==> src/rtl/slot_output_mixer.sv <==
// Per-frame scan of the operator output memory: sums carrier slot outputs into
// signed melody and rhythm totals and publishes them with a one-cycle strobe.
module slot_output_mixer #(
  parameter int NUM_SLOTS = 18,
  parameter int MAG_W     = 9,
  parameter int ACC_W     = 14
) (
  input  logic                    clk,
  input  logic                    reset,
  input  logic                    start,
  input  logic                    rhythm,
  output logic [4:0]              rd_addr,
  input  logic                    rd_sign,
  input  logic [MAG_W-1:0]        rd_mag,
  output logic signed [ACC_W-1:0] melody_out,
  output logic signed [ACC_W-1:0] rhythm_out,
  output logic                    out_valid,
  output logic                    busy
);

  typedef enum logic [1:0] {IDLE, SCAN, WAIT, DONE} state_t;

  localparam logic [4:0] LAST_SLOT  = 5'(NUM_SLOTS - 1);
  localparam logic [4:0] WAIT_LAST  = 5'd2;
  localparam logic [4:0] LAST_CHAN5 = 5'd11;
  localparam logic [4:0] BD_SLOT    = 5'd13;
  localparam logic [4:0] HH_SLOT    = 5'd14;

  state_t                  state_q, state_d;
  logic [4:0]              cnt_q, cnt_d;
  logic                    rhy_lat_q, rhy_lat_d;
  logic                    tag_vld_q, tag_vld_d;
  logic [4:0]              tag_q, tag_d;
  logic signed [ACC_W-1:0] mel_acc_q, mel_acc_d;
  logic signed [ACC_W-1:0] rhy_acc_q, rhy_acc_d;
  logic signed [ACC_W-1:0] melody_q, melody_d;
  logic signed [ACC_W-1:0] rhythm_q, rhythm_d;
  logic                    valid_q, valid_d;

  logic signed [ACC_W-1:0] mag_ext, slot_val;
  logic                    to_mel, to_rhy, publish;

  // State register and all datapath flops
  always_ff @(posedge clk or posedge reset) begin
    if (reset) begin
      state_q   <= IDLE;
      cnt_q     <= '0;
      rhy_lat_q <= 1'b0;
      tag_vld_q <= 1'b0;
      tag_q     <= '0;
      mel_acc_q <= '0;
      rhy_acc_q <= '0;
      melody_q  <= '0;
      rhythm_q  <= '0;
      valid_q   <= 1'b0;
    end else begin
      state_q   <= state_d;
      cnt_q     <= cnt_d;
      rhy_lat_q <= rhy_lat_d;
      tag_vld_q <= tag_vld_d;
      tag_q     <= tag_d;
      mel_acc_q <= mel_acc_d;
      rhy_acc_q <= rhy_acc_d;
      melody_q  <= melody_d;
      rhythm_q  <= rhythm_d;
      valid_q   <= valid_d;
    end
  end

  // Next-state logic; WAIT covers the read latency plus the final accumulate
  always_comb begin
    state_d = state_q;
    cnt_d   = cnt_q;
    case (state_q)
      IDLE: begin
        cnt_d = '0;
        if (start) state_d = SCAN;
      end
      SCAN: begin
        if (cnt_q == LAST_SLOT) begin
          state_d = WAIT;
          cnt_d   = '0;
        end else begin
          cnt_d = cnt_q + 5'd1;
        end
      end
      WAIT: begin
        if (cnt_q == WAIT_LAST) begin
          state_d = DONE;
          cnt_d   = '0;
        end else begin
          cnt_d = cnt_q + 5'd1;
        end
      end
      default: state_d = IDLE;
    endcase
  end

  assign publish = (state_q == WAIT) && (cnt_q == WAIT_LAST);

  // Sign-magnitude to two's complement; negative zero negates to zero
  assign mag_ext  = {{(ACC_W-MAG_W){1'b0}}, rd_mag};
  assign slot_val = rd_sign ? -mag_ext : mag_ext;

  // Only carriers (odd slots) are summed; rhythm mode steals channels 6-8
  assign to_mel = tag_q[0] && (!rhy_lat_q || tag_q <= LAST_CHAN5);
  assign to_rhy = rhy_lat_q && ((tag_q == BD_SLOT) || (tag_q >= HH_SLOT));

  always_comb begin
    rhy_lat_d = rhy_lat_q;
    tag_vld_d = (state_q == SCAN);
    tag_d     = cnt_q;
    mel_acc_d = mel_acc_q;
    rhy_acc_d = rhy_acc_q;
    melody_d  = melody_q;
    rhythm_d  = rhythm_q;
    valid_d   = publish;
    if (state_q == IDLE && start) begin
      rhy_lat_d = rhythm;
      mel_acc_d = '0;
      rhy_acc_d = '0;
    end else if (tag_vld_q) begin
      if (to_mel) mel_acc_d = mel_acc_q + slot_val;
      if (to_rhy) rhy_acc_d = rhy_acc_q + slot_val;
    end
    if (publish) begin
      melody_d = mel_acc_q;
      rhythm_d = rhy_acc_q;
    end
  end

  // Output logic
  always_comb begin
    rd_addr = '0;
    case (state_q)
      SCAN:    rd_addr = cnt_q;
      WAIT:    rd_addr = LAST_SLOT;
      default: rd_addr = '0;
    endcase
  end

  assign melody_out = melody_q;
  assign rhythm_out = rhythm_q;
  assign out_valid  = valid_q;
  assign busy       = (state_q != IDLE);

endmodule

==> config.mk <==
export PLATFORM = sky130hd
export DESIGN_NAME = slot_output_mixer
export DESIGN_NICKNAME = d
export VERILOG_FILES = /design/src/rtl/slot_output_mixer.sv
export SDC_FILE = /design/constraint.sdc
export NUM_CORES = 1
export LEC_CHECK = 0
export BUFFER_PORTS_ARGS = -buffer_cell sky130_fd_sc_hd__buf_4
export CORE_MARGIN = 2
export CORE_UTILIZATION = 40
export CTS_BUF_LIST = sky130_fd_sc_hd__clkbuf_2 sky130_fd_sc_hd__clkbuf_4 sky130_fd_sc_hd__clkbuf_8
export CTS_CLUSTER_SIZE = 14
export DETAILED_ROUTE_END_ITERATION = 16
export SLEW_MARGIN = 30
export SYNTH_ARGS = -nofsm -noshare
export SYNTH_HDL_FRONTEND = slang
export SYNTH_SLANG_ARGS = --single-unit
==> constraint.sdc <==
create_clock -name clk -period 6.4 [get_ports clk]
set_input_delay 0.64 -clock clk [delete_from_list [all_inputs] [get_ports clk]]
set_output_delay 0.64 -clock clk [all_outputs]
set_load 0.02 [all_outputs]
* Word level (Yosys, flattened, before mapping)
Cells that the tools add are included.
** Word-level totals
- Output and inout bits :: 35
- Register bits after elaboration :: 71
- Logic and storage cells :: 55
- Bits of input ports :: 14
** Cells by class
- Magnitude comparators :: 2
- Eq/ne operators :: 8
- Multiplexer cells :: 15
- Add/sub/neg operators :: 4
- Reductions and logical operators :: 16
** Operators by type and width (count)
- $mux W14 :: 7
- $add A14 B14 Y14 :: 2
- $pmux W5 S3 :: 1
- $neg A9 Y14 :: 1
- $mux W5 :: 2
- $pmux W5 S2 :: 1
- $reduce_bool A2 Y1 :: 4
- $mux W2 :: 3
- $pmux W2 S3 :: 1
- $add A5 B1 Y5 const B :: 1
- $eq A5 B2 Y1 const B :: 1
- $eq A5 B4 Y1 const B :: 1
- $eq A5 B5 Y1 const B :: 1
- $ge A5 B4 Y1 const B :: 1
- $le A5 B4 Y1 const B :: 1
- $logic_and A1 B1 Y1 :: 4
- $ne A2 B1 Y1 const B :: 2
- $reduce_and A2 Y1 :: 2
- $reduce_and A3 Y1 :: 1
- $reduce_bool A3 Y1 :: 1
- $eq A2 B1 Y1 const B :: 1
- $eq A2 B2 Y1 const B :: 1
- $logic_not A2 Y1 :: 1
- $logic_or A1 B1 Y1 :: 2
- 2 further kinds :: 2

* Depth between registers and ports, before layout
Gate-level depths: netlist (run 1).
- Word-level depth :: 6
- Gate-level depth with buffers :: 14
- Mapped depth without buffers :: 14

* Worst setup path before layout (run 1)
No wires, ideal clock.
- Kind :: input to register
- From :: in rd_mag[2]
- To :: reg rhy_acc_q[10]
- Path buffers :: 0
- Library setup time :: 122 ps
- Slack :: 3079 ps
- Cell stages on the path :: 10
- Data arrival time :: 3199 ps
- Path through :: or4_4 -> o21ai_4 -> nand2_1 -> xor2_1 -> ha_1 -> a211o_1 -> or3_1 -> a41o_1 -> or3_1 -> o2111a_1
** On the way
- Cells in the longest elaborated chain, start to end :: 6
** Ends and longest elaborated chain
- start, declared :: line 14 : input logic [MAG_W-1:0] rd_mag,
- $neg A9 Y14 :: line 103 : assign slot_val = rd_sign ? -mag_ext : mag_ext;
- $mux W14 * :: line 103
- $add A14 B14 Y14 * :: line 124 : if (to_rhy) rhy_acc_d = rhy_acc_q + slot_val;
- $mux W14 * :: line 124
- $mux W14 * :: line 122 : end else if (tag_vld_q) begin
- $mux W14 * :: line 118 : if (state_q == IDLE && start) begin
- end signal, assigned :: line 63 : rhy_acc_q <= rhy_acc_d;
- end, declared :: line 35 : logic signed [ACC_W-1:0] rhy_acc_q, rhy_acc_d;
Every way passes the cells marked *; elsewhere a longest branch is shown, timed or not. The select of a mux whose other input is x is not followed.
A chain may end at the register's enable or synchronous reset.

* Worst setup path in the final report (run 1)
Ends and elaborated chain as after synthesis.

==> impl_metrics.sql, run 1 <==
INSERT INTO impl_metrics (metric_group, metric, value, unit) VALUES
('sta', 'skew', '0.00754', 'ns'),
('finish', 'syn2layout_area_growth', '15.8', '%'),
('route', 'drt.antenna.violating_nets', '0', ''),
('clock_network', 'cts_max_level', '3', ''),
('grt', 'grt_remaining_overflow', '0', ''),
('synth', 'synth_area_leader_cell', 'dfrtp_1', ''),
('floorplan', 'core-area', '10400', 'sq um'),
('grt', 'grt_usage', '17.9', '%'),
('critical_path', 'critPathArrivalTime', '3.49', 'ns'),
('clock_network', 'clock_tree.buffer_depth', '2', ''),
('place', 'post-place-cells', '662', ''),
('sta', 'worstMarginPinSlew', '0.769', 'ns'),
('synth', 'synth_edf_count', '0', ''),
('finish', 'fraction_of_final_layout_cells_sized_beyond_drive_strength_1', '15.3', '%'),
('route', 'detail_route.wirelength.met1', '4.87', 'mm'),
('sta', 'finalCriticalPeriod', '3.25', 'ns'),
('synth', 'synth_warnings', '0', ''),
('route', 'route.detailed.wl_per_inst', '14.4', 'um'),
('finish', 'final_cell_count_no_fill', '678', ''),
('route', 'drt_first_iter_violations', '100', ''),
('route', 'vias', '3546', ''),
('pwr', 'power.total', '1.71', 'mW'),
('sta', 'slew_headroom', '48.4', '%'),
('synth', 'synth_async_sr_flop_share', '100', '%'),
('sta', 'unrepaired_setup_endpoints_after_global_routing', 'no', ''),
('critical_path', 'timing.rr.start', 'cnt_q[0]', ''),
('grt', 'maximum_number_of_pins_on_one_net_before_global_route_repair', '72', ''),
('sta', 'slew_violations', '0', ''),
('floorplan', 'chipHeight', '108', 'um'),
('route', 'wl_met2', '4.45', 'mm'),
('sta', 'fin_tns_setup', '0', 'ns'),
('synth', 'sequential_area_share_after_synthesis', '41.1', '%'),
('grt', 'number_of_antenna_violations_at_the_first_check_in_global_routing', '0', ''),
('clock_network', 'worst_setup_hold_path_clk_slew', '0.08', 'ns'),
('status', 'run_status', 'finished, final reports clean', ''),
('clock_network', 'cts.repair_timing.setup_buffer_count', '0', ''),
('synth', 'netlist.area_leader.share', '41.1', '%'),
('synth', 'synth_fp_nets', '540', ''),
('clock_network', 'cts_tree', 'done', ''),
('clock_network', 'numCtsBuffers', '9', ''),
('sta', 'finalSetupViolCount', '0', ''),
('clock_network', 'clk_root_buffer_cell', 'clkbuf_8', ''),
('route', 'avgViaCountPerCell', '5.23', ''),
('clock_network', 'cts_hold_buffers', '0', ''),
('synth', 'synth.avg_cell_area', '8.81', 'sq um'),
('critical_path', 'setup.worst_path.start_class', 'input pin', ''),
('floorplan', 'floorplan.rows', '37', ''),
('finish', 'insertedDiodeCount', '0', ''),
('min_path', 'hp-class', 'in2async', ''),
('finish', 'num-nets-final', '587', ''),
('floorplan', 'ios', '49', ''),
('synth', 'synth_cells', '490', ''),
('pwr', 'pwr_density_cell', '341', 'nW/um^2'),
('grt', 'grt_pass1_wl', '16.5', 'mm'),
('synth', 'synth_ff_type', 'dfrtp_1', ''),
('flow_run', 'cap_violations', '0', ''),
('critical_path', 'cp-end-kind', 'flop', ''),
('sta', 'final-hold-violation-count', '0', ''),
('clock_network', 'cts_sinks', '71', ''),
('finish', 'final_common_cell', 'nand2_1', ''),
('pwr', 'irDropWorstVdd', '0.000172', 'V'),
('place', 'place.port_buffers', '48', ''),
('finish', 'layout_common_cells', 'nand2_1, dfrtp_1, buf_4', ''),
('critical_path', 'worst-endpoint-required', '6.65', 'ns'),
('place', 'place.detailed.hpwl', '6.93', 'mm'),
('route', 'remaining_drc_errors', '0', ''),
('place', 'place.gp.congestion', '0.900', ''),
('clock_network', 'cts-resized-gates', '0', ''),
('floorplan', 'initial_core_util', '41.5', '%'),
('synth', 'synth_seq_cells', '71', ''),
('sta', 'achievable-frequency', '0.308', 'GHz');
## critical path: stages
cell and delay (ns):
buf_4 0.13, or4_4 0.54, o21ai_4 0.23, nand2_1 0.09, xor2_1 0.21, ha_1 0.32, a211o_1 0.26, or3_1 0.35
a41o_1 0.27, or3_1 0.31, o2111a_1 0.13
## sequential cells by signal, summed over array words and instances (netlist names)
signal / flops
rhythm_out: 14
cnt_q: 5
tag_q: 5
mel_acc_q: 14
melody_out: 14
rhy_acc_q: 14
state_q: 2
rhy_lat_q: 1
tag_vld_q: 1
out_valid: 1
## report_power, final
group	leakage [nW]	switching (mW)	internal, mW
sequential	0.977	0.0804	0.547
combinational	1.51	0.410	0.307
clock	0.0981	0.175	0.188
total	2.59	0.666	1.04
## synthesized netlist by cell type, types with 4 or more instances
library cell,instances
and3_1,6
and2_1,5
nand3_1,19
a211oi_1,5
o21ai_0,27
xnor2_1,14
dfrtp_1,71
nor3_1,7
ha_1,34
nor2b_1,6
o21a_1,4
clkbuf_1,9
buf_1,4
nor4b_1,5
inv_1,21
o31ai_1,5
nor2_1,16
nand2_1,117
a21o_1,13
nand2b_1,9
xor2_1,4
a21oi_1,35
## worst paths after layout
kind	to	slack, ns	cells past startpoint
max	rhy_acc_q[10]	3.15	11
min	rhythm_out[2]	0.45	3
max reg2reg	rhythm_out[11]	3.78	8
min reg2reg	melody_out[4]	0.48	2
max in group asynchronous	melody_out[9]	5.49	3
min in group clk	melody_out[4]	0.48	2
## per-stage QoR
| stage | setup slack (ns) | hold WS, ns | instance area, sq um | utilization (%) |
|---|---|---|---|---|
| after CTS | 3.16 | 0.475 | 5000 | 48.0 |
| after floorplan | 3.08 | 0.420 | 4320 | - |
| after detailed placement | 2.79 | 0.464 | 4800 | 46.1 |
| after global routing | 2.99 | 0.487 | 5000 | 48.0 |
| after global placement | 2.84 | 0.458 | 4800 | 46.1 |
| final | 3.15 | 0.454 | 5000 | 48.0 |
## final cells by class
type,count,area (sq um)
Fill cell,1023,5410
Multi-Input combinational cell,381,2380
Sequential cell,71,1780
Timing Repair Buffer,52,394
Tap cell,136,170
Clock buffer,10,138
Inverter,22,82.6
Clock inverter,6,60.1
## logic make-up (layout without fill, tap and decap cells)
| logic type | after synthesis | count (layout) | share of synthesized area, % |
|---|---|---|---|
| compound gates | 115 | 115 | 17.4 |
| simple gates | 211 | 211 | 23.1 |
| mux | 1 | 1 | 0.261 |
| buf+inv | 38 | 90 | 3.74 |
| xor+xnor | 18 | 18 | 3.65 |
| fa+ha+maj | 36 | 36 | 10.8 |
| flops | 71 | 71 | 41.1 |
## per-layer routing
metal | vias to the layer above | track usage (%)
met5 | - | 0
met4 | 0 | 6.23
met3 | 13 | 2.42
met2 | 50 | 29.5
met1 | 1670 | 24.1
li1 | 1813 | -
No activity file was read; power rests on OpenSTA's default activity.
==> run 2, diff against run 1 <==
--- a/config.mk
+++ b/config.mk
@@ -5,6 +5,7 @@
 export SDC_FILE = /design/constraint.sdc
 export NUM_CORES = 1
 export LEC_CHECK = 0
+export ABC_AREA = 1
 export BUFFER_PORTS_ARGS = -buffer_cell sky130_fd_sc_hd__buf_4
 export CORE_MARGIN = 2
 export CORE_UTILIZATION = 40
==> constraint.sdc (replaced) <==
create_clock -name clk -period 2.8 [get_ports clk]
set_input_delay 0.28 -clock clk [delete_from_list [all_inputs] [get_ports clk]]
set_output_delay 0.28 -clock clk [all_outputs]
set_load 0.02 [all_outputs]
==> impl_metrics.sql, run 2 <==
INSERT INTO impl_metrics (metric_group, metric, value, unit) VALUES
('flow_run', 'cap_violations', '0', ''),
('finish', 'num-nets-final', '704', ''),
('grt', 'maximum_number_of_pins_on_one_net_before_global_route_repair', '38', ''),
('sta', 'finalCriticalPeriod', '2.28', 'ns'),
('sta', 'worstMarginPinSlew', '0.719', 'ns'),
('pwr', 'pwr_density_cell', '737', 'nW/um^2'),
('critical_path', 'timing_worst_setup_path_type', 'in2reg', ''),
('critical_path', 'worst-r2r-cell-count', '5', ''),
('synth', 'netlist.area_leader.share', '37.6', '%'),
('grt', 'number_of_global_route_vias_before_repair', '3853', ''),
('pwr', 'power.share.clock', '18.1', '%'),
('sta', 'finalSetupViolCount', '0', ''),
('synth', 'synth_edf_count', '0', ''),
('pwr', 'power.share.combinational', '45.9', '%'),
('critical_path', 'critPathSlowestCell', 'ha_1', ''),
('route', 'drt_wl_total', '11.3', 'mm'),
('clock_network', 'worst_setup_hold_path_clk_slew', '0.07', 'ns'),
('critical_path', 'timing.critical_path.cells', 'buf_4 -> inv_1 -> ha_1 -> nand4_1 -> nor3_1 -> o21ai_0 -> ha_1 -> nand2_1 -> nor2_1 -> nand2_1 -> inv_1 -> nand2_1 -> nand2_1 -> nand2_1 -> nand3_1 -> nand2_1', ''),
('pwr', 'pwr-share-seq', '36.1', '%'),
('sta', 'final-hold-violation-count', '0', ''),
('synth', 'ys_types', '36', ''),
('synth', 'synth_seq_cells', '71', ''),
('floorplan', 'chipHeight', '113', 'um'),
('critical_path', 'cpLargestDelayFamily', 'simple AND/OR/NAND/NOR gates', ''),
('synth', 'synth.avg_cell_area', '7.91', 'sq um'),
('synth', 'synth_ff_type', 'dfrtp_1', ''),
('sta', 'achievable-frequency', '0.439', 'GHz'),
('critical_path', 'number_of_logic_stages_on_the_critical_path_including_buffering', '16', ''),
('critical_path', 'timing.rr.start', 'cnt_q[0]', ''),
('route', 'avgViaCountPerCell', '4.97', ''),
('place', 'place.detailed.hpwl', '8.79', 'mm'),
('critical_path', 'setup.worst_path.start_class', 'input pin', ''),
('synth', 'synth_commonest_cells', 'nand2_1, inv_1, dfrtp_1', ''),
('pwr', 'p_int', '2.29', 'mW'),
('pwr', 'switching_share', '42.1', '%'),
('critical_path', 'critPathArrivalTime', '2.52', 'ns'),
('synth', 'post-synth-top-count-cell', 'nand2_1', ''),
('synth', 'synth_async_sr_flop_share', '100', '%'),
('finish', 'final_common_cell', 'nand2_1', ''),
('synth', 'sequential_area_share_after_synthesis', '37.6', '%'),
('floorplan', 'initial_core_util', '41.2', '%'),
('sta', 'hold_ws', '0.0308', 'ns'),
('clock_network', 'cts.repair_timing.setup_buffer_count', '0', ''),
('place', 'place.gp.congestion', '0.915', ''),
('synth', 'synth_area_leader_cell', 'dfrtp_1', ''),
('critical_path', 'worst_r2r_endpoint', 'melody_out[12]', ''),
('pwr', 'irDropWorstVdd', '0.000539', 'V'),
('grt', 'grt_remaining_overflow', '0', ''),
('floorplan', 'floorplan.rows', '39', ''),
('min_path', 'hp-class', 'in2async', ''),
('floorplan', 'core-area', '11500', 'sq um'),
('critical_path', 'cpMostUsedCell', 'nand2_1', ''),
('clock_network', 'clk_root_buffer_cell', 'clkbuf_8', ''),
('critical_path', 'r2r_setup_slack', '0.83', 'ns'),
('synth', 'synth_warnings', '0', ''),
('clock_network', 'numCtsBuffers', '9', ''),
('clock_network', 'clock_tree.buffer_depth', '2', ''),
('route', 'drt_first_pass_iters', '6', ''),
('finish', 'fraction_of_final_layout_cells_sized_beyond_drive_strength_1', '15.4', '%'),
('pwr', 'total_leakage_power', '2.96', 'nW'),
('synth', 'syn-cell-area', '4730', 'sq um'),
('critical_path', 'crit_path_max_fanout', '5', ''),
('status', 'run_status', 'finished, final reports clean', ''),
('critical_path', 'critical_path.startpoint', 'rd_mag[0]', ''),
('clock_network', 'cts_sinks', '71', ''),
('place', 'postPlaceCellArea', '5220', 'sq um'),
('grt', 'grt_pass1_wl', '19.0', 'mm'),
('place', 'place.port_buffers', '48', ''),
('clock_network', 'cts_max_level', '3', ''),
('sta', 'slew_violations', '0', ''),
('critical_path', 'cp-end-kind', 'flop', ''),
('sta', 'post-route-period-util', '81.3', '%'),
('sta', 'fin_tns_setup', '0', 'ns'),
('floorplan', 'ios', '49', ''),
('critical_path', 'timing.critical_path.to', 'mel_acc_q[13]', ''),
('finish', 'insertedDiodeCount', '0', ''),
('route', 'drt_first_iter_violations', '200', ''),
('clock_network', 'cts-resized-gates', '0', ''),
('finish', 'syn2layout_area_growth', '13.6', '%'),
('floorplan', 'die-width', '113', 'um'),
('pwr', 'power.net_switching', '1.67', 'mW'),
('clock_network', 'worstSkewPairLatency', '0.35', 'ns'),
('critical_path', 'critical_path_s_largest_stage_delay', '0.43', 'ns'),
('synth', 'synth_cells', '598', ''),
('sta', 'skew', '0.00623', 'ns'),
('grt', 'number_of_antenna_violations_at_the_first_check_in_global_routing', '0', ''),
('finish', 'layout_common_cells', 'nand2_1, inv_1, dfrtp_1', ''),
('critical_path', 'worst-endpoint-required', '3.04', 'ns'),
('finish', 'final_cell_area', '5370', 'sq um'),
('route', 'drt.antenna.violating_nets', '0', ''),
('clock_network', 'cts_hold_buffers', '0', ''),
('sta', 'unrepaired_setup_endpoints_after_global_routing', 'no', ''),
('floorplan', 'design.die.area', '12700', 'sq um'),
('grt', 'grt_usage', '18.8', '%'),
('sta', 'slew_headroom', '52.0', '%'),
('clock_network', 'cts_tree', 'done', ''),
('critical_path', 'critPathBufInv', '3', ''),
('route', 'remaining_drc_errors', '0', ''),
('synth', 'synth_fp_nets', '648', ''),
('route', 'route.detailed.wl_per_inst', '14.1', 'um'),
('synth', 'top_cells_by_area_in_the_synthesized_netlist', 'dfrtp_1, nand2_1, ha_1', ''),
('route', 'vias', '3973', '');
-- run 2: worst min path at each step --
stage                     startpoint  slack (ns)       endpoint
after floorplan               rhythm        0.39      rhy_lat_q
final                          reset        0.03   mel_acc_q[4]
after global placement      cnt_q[4]        0.42       tag_q[4]
after global routing           reset        0.08  melody_out[5]
after detailed placement    cnt_q[4]        0.42       tag_q[4]
after CTS                      reset        0.04  melody_out[5]
-- run 2: area by class of cell --
type                    count  area (sq um)
fillers                  1115          6100
multi-input cells         441          2570
flip-flops and latches     71          1780
repair buffers             52           390
inverters                  79           297
well taps                 143           179
clock buffers              11           145
clock inverters             2          10.0
-- run 2: worst min-delay path: cells and delay by family --
| family | cells | cell delay [ns] |
|---|---|---|
| buffers and inverters | 3 | 0.52 |
-- run 2: cells by family after synthesis --
family | share of synthesized area [%]
xor gates and xnor gates | 2.22
adders and majority gates | 9.84
DFF | 37.6
and+or+nand+nor | 27.4
buffers and inverters | 8.02
AOI/OAI and AO/OA | 7.54
muxes | 7.38
-- run 2: per-layer routing --
| metal | wire (um) | up-vias | share of wire (%) | global-route usage (%) |
|---|---|---|---|---|
| met2 | 5050 | 77 | 45 | 29.5 |
| li1 | - | 2025 | - | - |
| met4 | 205 | 0 | 1.8 | 5.93 |
| met3 | 393 | 13 | 3.5 | 3.27 |
| met1 | 5650 | 1858 | 50 | 26.5 |
| met5 | 0 | - | 0 | 0 |
-- run 2: power by group through the flow --
stage	clock network, mW	registers [mW]	logic [mW]
2_1_floorplan	0	1.52	1.23
3_3_place_gp	0	1.44	1.80
3_5_place_dp	0	1.45	1.81
4_1_cts	0.752	1.43	1.82
5_1_grt	0.781	1.46	2.05
6_report	0.716	1.43	1.82
-- run 2: stage by stage --
stage | instances | power, mW | worst slack, ns | util [%]
global route | 799 | 4.29 | 0.237 | 46.8
global placement | 786 | 3.24 | 0.205 | 45.5
CTS | 799 | 4.01 | 0.556 | 46.8
detailed placement | 786 | 3.26 | 0.184 | 45.5
floorplan | 598 | 2.75 | 0.700 | -
finish | 799 | 3.96 | 0.523 | 46.8
==> run 3, diff against run 2 <==
==> constraint.sdc (replaced) <==
create_clock -name clk -period 1.9 [get_ports clk]
set_input_delay 0.19 -clock clk [delete_from_list [all_inputs] [get_ports clk]]
set_output_delay 0.19 -clock clk [all_outputs]
set_load 0.02 [all_outputs]
==> impl_metrics.sql, run 3 (synthesized netlist as in run 2, its figures left out) <==
INSERT INTO impl_metrics (metric_group, metric, value, unit) VALUES
('critical_path', 'critical_path_s_largest_stage_delay', '0.30', 'ns'),
('clock_network', 'clk_root_buffer_cell', 'clkbuf_8', ''),
('place', 'place.gp.congestion', '0.972', ''),
('route', 'remaining_drc_errors', '0', ''),
('finish', 'final_common_cell', 'nand2_1', ''),
('place', 'pre_cts_slack', '-0.635', 'ns'),
('status', 'run_status', 'finished with violations', ''),
('grt', 'grt_pass1_wl', '19.4', 'mm'),
('clock_network', 'worst_setup_hold_path_clk_slew', '0.07', 'ns'),
('critical_path', 'crit_path_max_fanout', '4', ''),
('min_path', 'hold_path_cell_cnt', '4', ''),
('finish', 'num-nets-final', '764', ''),
('floorplan', 'floorplan.rows', '39', ''),
('critical_path', 'worst-endpoint-required', '2.15', 'ns'),
('route', 'drt_wl_total', '11.8', 'mm'),
('grt', 'global_route.usage.met1', '23.3', '%'),
('sta', 'finalCriticalPeriod', '1.98', 'ns'),
('critical_path', 'setup.worst_path.start_class', 'input pin', ''),
('sta', 'worstMarginPinSlew', '0.473', 'ns'),
('grt', 'grt_usage', '19.1', '%'),
('finish', 'fraction_of_final_layout_cells_sized_beyond_drive_strength_1', '30.9', '%'),
('finish', 'syn2layout_area_growth', '31.4', '%'),
('pwr', 'switching_share', '41.2', '%'),
('floorplan', 'ios', '49', ''),
('pwr', 'power.total', '6.60', 'mW'),
('pwr', 'irDropWorstVdd', '0.000689', 'V'),
('route', 'drt.antenna.violating_nets', '0', ''),
('finish', 'layout_common_cells', 'nand2_1, buf_4, dfrtp_1', ''),
('floorplan', 'initial_core_util', '41.2', '%'),
('pwr', 'pwr_density_cell', '1060', 'nW/um^2'),
('min_path', 'timing.hold.worst.start', 'start', ''),
('clock_network', 'cts_max_level', '3', ''),
('min_path', 'hold_path_end', 'rhy_lat_q', ''),
('grt', 'grt_util_met3', '5.03', '%'),
('clock_network', 'worstSkewPairLatency', '0.37', 'ns'),
('critical_path', 'worst-r2r-cell-count', '9', ''),
('critical_path', 'critPathSlowestCell', 'nor3_2', ''),
('sta', 'finalSetupViolCount', '8', ''),
('pwr', 'power.share.clock', '17.1', '%'),
('critical_path', 'critPathArrivalTime', '2.23', 'ns'),
('grt', 'maximum_number_of_pins_on_one_net_before_global_route_repair', '72', ''),
('critical_path', 'timing_worst_setup_path_type', 'in2reg', ''),
('route', 'drt_first_iter_violations', '183', ''),
('sta', 'slew_violations', '0', ''),
('critical_path', 'cp-end-kind', 'flop', ''),
('sta', 'unrepaired_setup_endpoints_after_global_routing', 'yes', ''),
('grt', 'grt_remaining_overflow', '0', ''),
('sta', 'post-route-period-util', '104', '%'),
('clock_network', 'numCtsBuffers', '9', ''),
('critical_path', 'timing.rr.start', 'rhy_acc_q[0]', ''),
('route', 'drt_first_pass_iters', '4', ''),
('critical_path', 'worst_r2r_endpoint', 'rhy_acc_q[12]', ''),
('sta', 'skew', '0.0103', 'ns'),
('floorplan', 'core-area', '11500', 'sq um'),
('pwr', 'power.net_switching', '2.72', 'mW'),
('floorplan', 'chipHeight', '113', 'um'),
('critical_path', 'critPathBufInv', '6', ''),
('clock_network', 'cts_sinks', '71', ''),
('critical_path', 'timing.critical_path.cells', 'buf_12 -> inv_12 -> ha_4 -> nand4_1 -> nor3_2 -> nor2_2 -> xor2_2 -> buf_4 -> ha_4 -> nand2_2 -> nand2_2 -> inv_2 -> nand2_4 -> buf_4 -> inv_2 -> nand3b_1 -> nand3_1 -> nand2_1', ''),
('finish', 'insertedDiodeCount', '0', ''),
('route', 'vias', '4301', ''),
('sta', 'achievable-frequency', '0.505', 'GHz'),
('floorplan', 'die-width', '113', 'um'),
('critical_path', 'r2r_setup_slack', '0.06', 'ns'),
('grt', 'grt.met2_usage', '31.7', '%'),
('sta', 'minimum_setup_slack_in_the_final_design', '-0.0784', 'ns'),
('place', 'place.port_buffers', '48', ''),
('status', 'violations', 'setup timing', ''),
('pwr', 'power.share.combinational', '50.7', '%'),
('grt', 'number_of_global_route_vias_before_repair', '4316', ''),
('sta', 'hold_ws', '0.215', 'ns'),
('critical_path', 'cpLargestDelayFamily', 'simple AND/OR/NAND/NOR gates', ''),
('route', 'route.detailed.wl_per_inst', '13.8', 'um'),
('grt', 'busiest_layer', 'met2', ''),
('pwr', 'total_leakage_power', '3.29', 'nW'),
('route', 'avgViaCountPerCell', '5.00', ''),
('clock_network', 'clock_tree.buffer_depth', '2', ''),
('grt', 'number_of_antenna_violations_at_the_first_check_in_global_routing', '0', ''),
('floorplan', 'design.die.area', '12700', 'sq um'),
('flow_run', 'cap_violations', '0', ''),
('min_path', 'hp-class', 'in2reg', ''),
('sta', 'fin_tns_setup', '-0.385', 'ns'),
('clock_network', 'cts_tree', 'done', ''),
('sta', 'final-hold-violation-count', '0', ''),
('sta', 'slew_headroom', '68.4', '%'),
('pwr', 'pwr-share-seq', '32.1', '%'),
('place', 'place.detailed.hpwl', '8.86', 'mm'),
('pwr', 'p_int', '3.88', 'mW');
-- run 3: how the worst max path moves through the flow --
stage,start,to,slack [ns],cells after the start
final,rd_mag[1],mel_acc_q[9],-0.08,18
after global routing,rd_mag[0],rhy_acc_q[13],-0.15,16
after CTS,rd_mag[1],mel_acc_q[13],-0.01,18
after detailed placement,rd_mag[4],mel_acc_q[13],-0.63,17
after global placement,rd_mag[4],mel_acc_q[13],-0.57,17
after floorplan,rd_mag[1],mel_acc_q[13],-0.04,17
-- run 3: final cells by class --
| type | count | area [sq um] |
|---|---|---|
| clock inverters | 3 | 17.5 |
| clock buffers | 12 | 165 |
| well taps | 143 | 179 |
| multi-input cells | 441 | 2840 |
| flip-flops and latches | 71 | 1780 |
| repair buffers | 112 | 908 |
| fillers | 1023 | 5250 |
| inverters | 79 | 325 |
-- run 3: routing by layer --
layer | vias up | routed length, um | share of wire [%]
li1 | 2147 | - | -
met1 | 2049 | 5470 | 46
met2 | 80 | 5760 | 49
met3 | 25 | 375 | 3.2
met4 | 0 | 237 | 2.0
met5 | - | 0 | 0
-- run 3: repair_timing --
action                                  4_1_cts  5_1_grt
hold buffers                                  2        0
endpoints found under the hold margin        72        0
pin swaps                                     3       23
endpoints found under the setup margin       10       17
buffers inserted                              0        6
resized for setup                             2       75
-- run 3: worst min-delay path: cells and delay by family --
kind	cells	cell delay, ns
buffers and inverters	1	0.08
AND/OR/NAND/NOR	3	0.26
-- run 3: power groups by stage --
stage	clock, mW	combinational [mW]	sequential (mW)
2_1_floorplan	0	1.82	2.23
3_3_place_gp	0	2.95	2.12
3_5_place_dp	0	3.01	2.13
4_1_cts	1.18	3.03	2.11
5_1_grt	1.25	3.72	2.17
6_report	1.13	3.35	2.12
-- run 3: metrics by stage --
| stage | instance area, sq um | cells | utilization, % |
|---|---|---|---|
| finish | 6210 | 861 | 54.2 |
| global route | 6210 | 861 | 54.2 |
| CTS | 5900 | 855 | 51.4 |
| detailed placement | 5690 | 838 | 49.6 |
| global placement | 5690 | 838 | 49.6 |
| floorplan | 4770 | 598 | - |
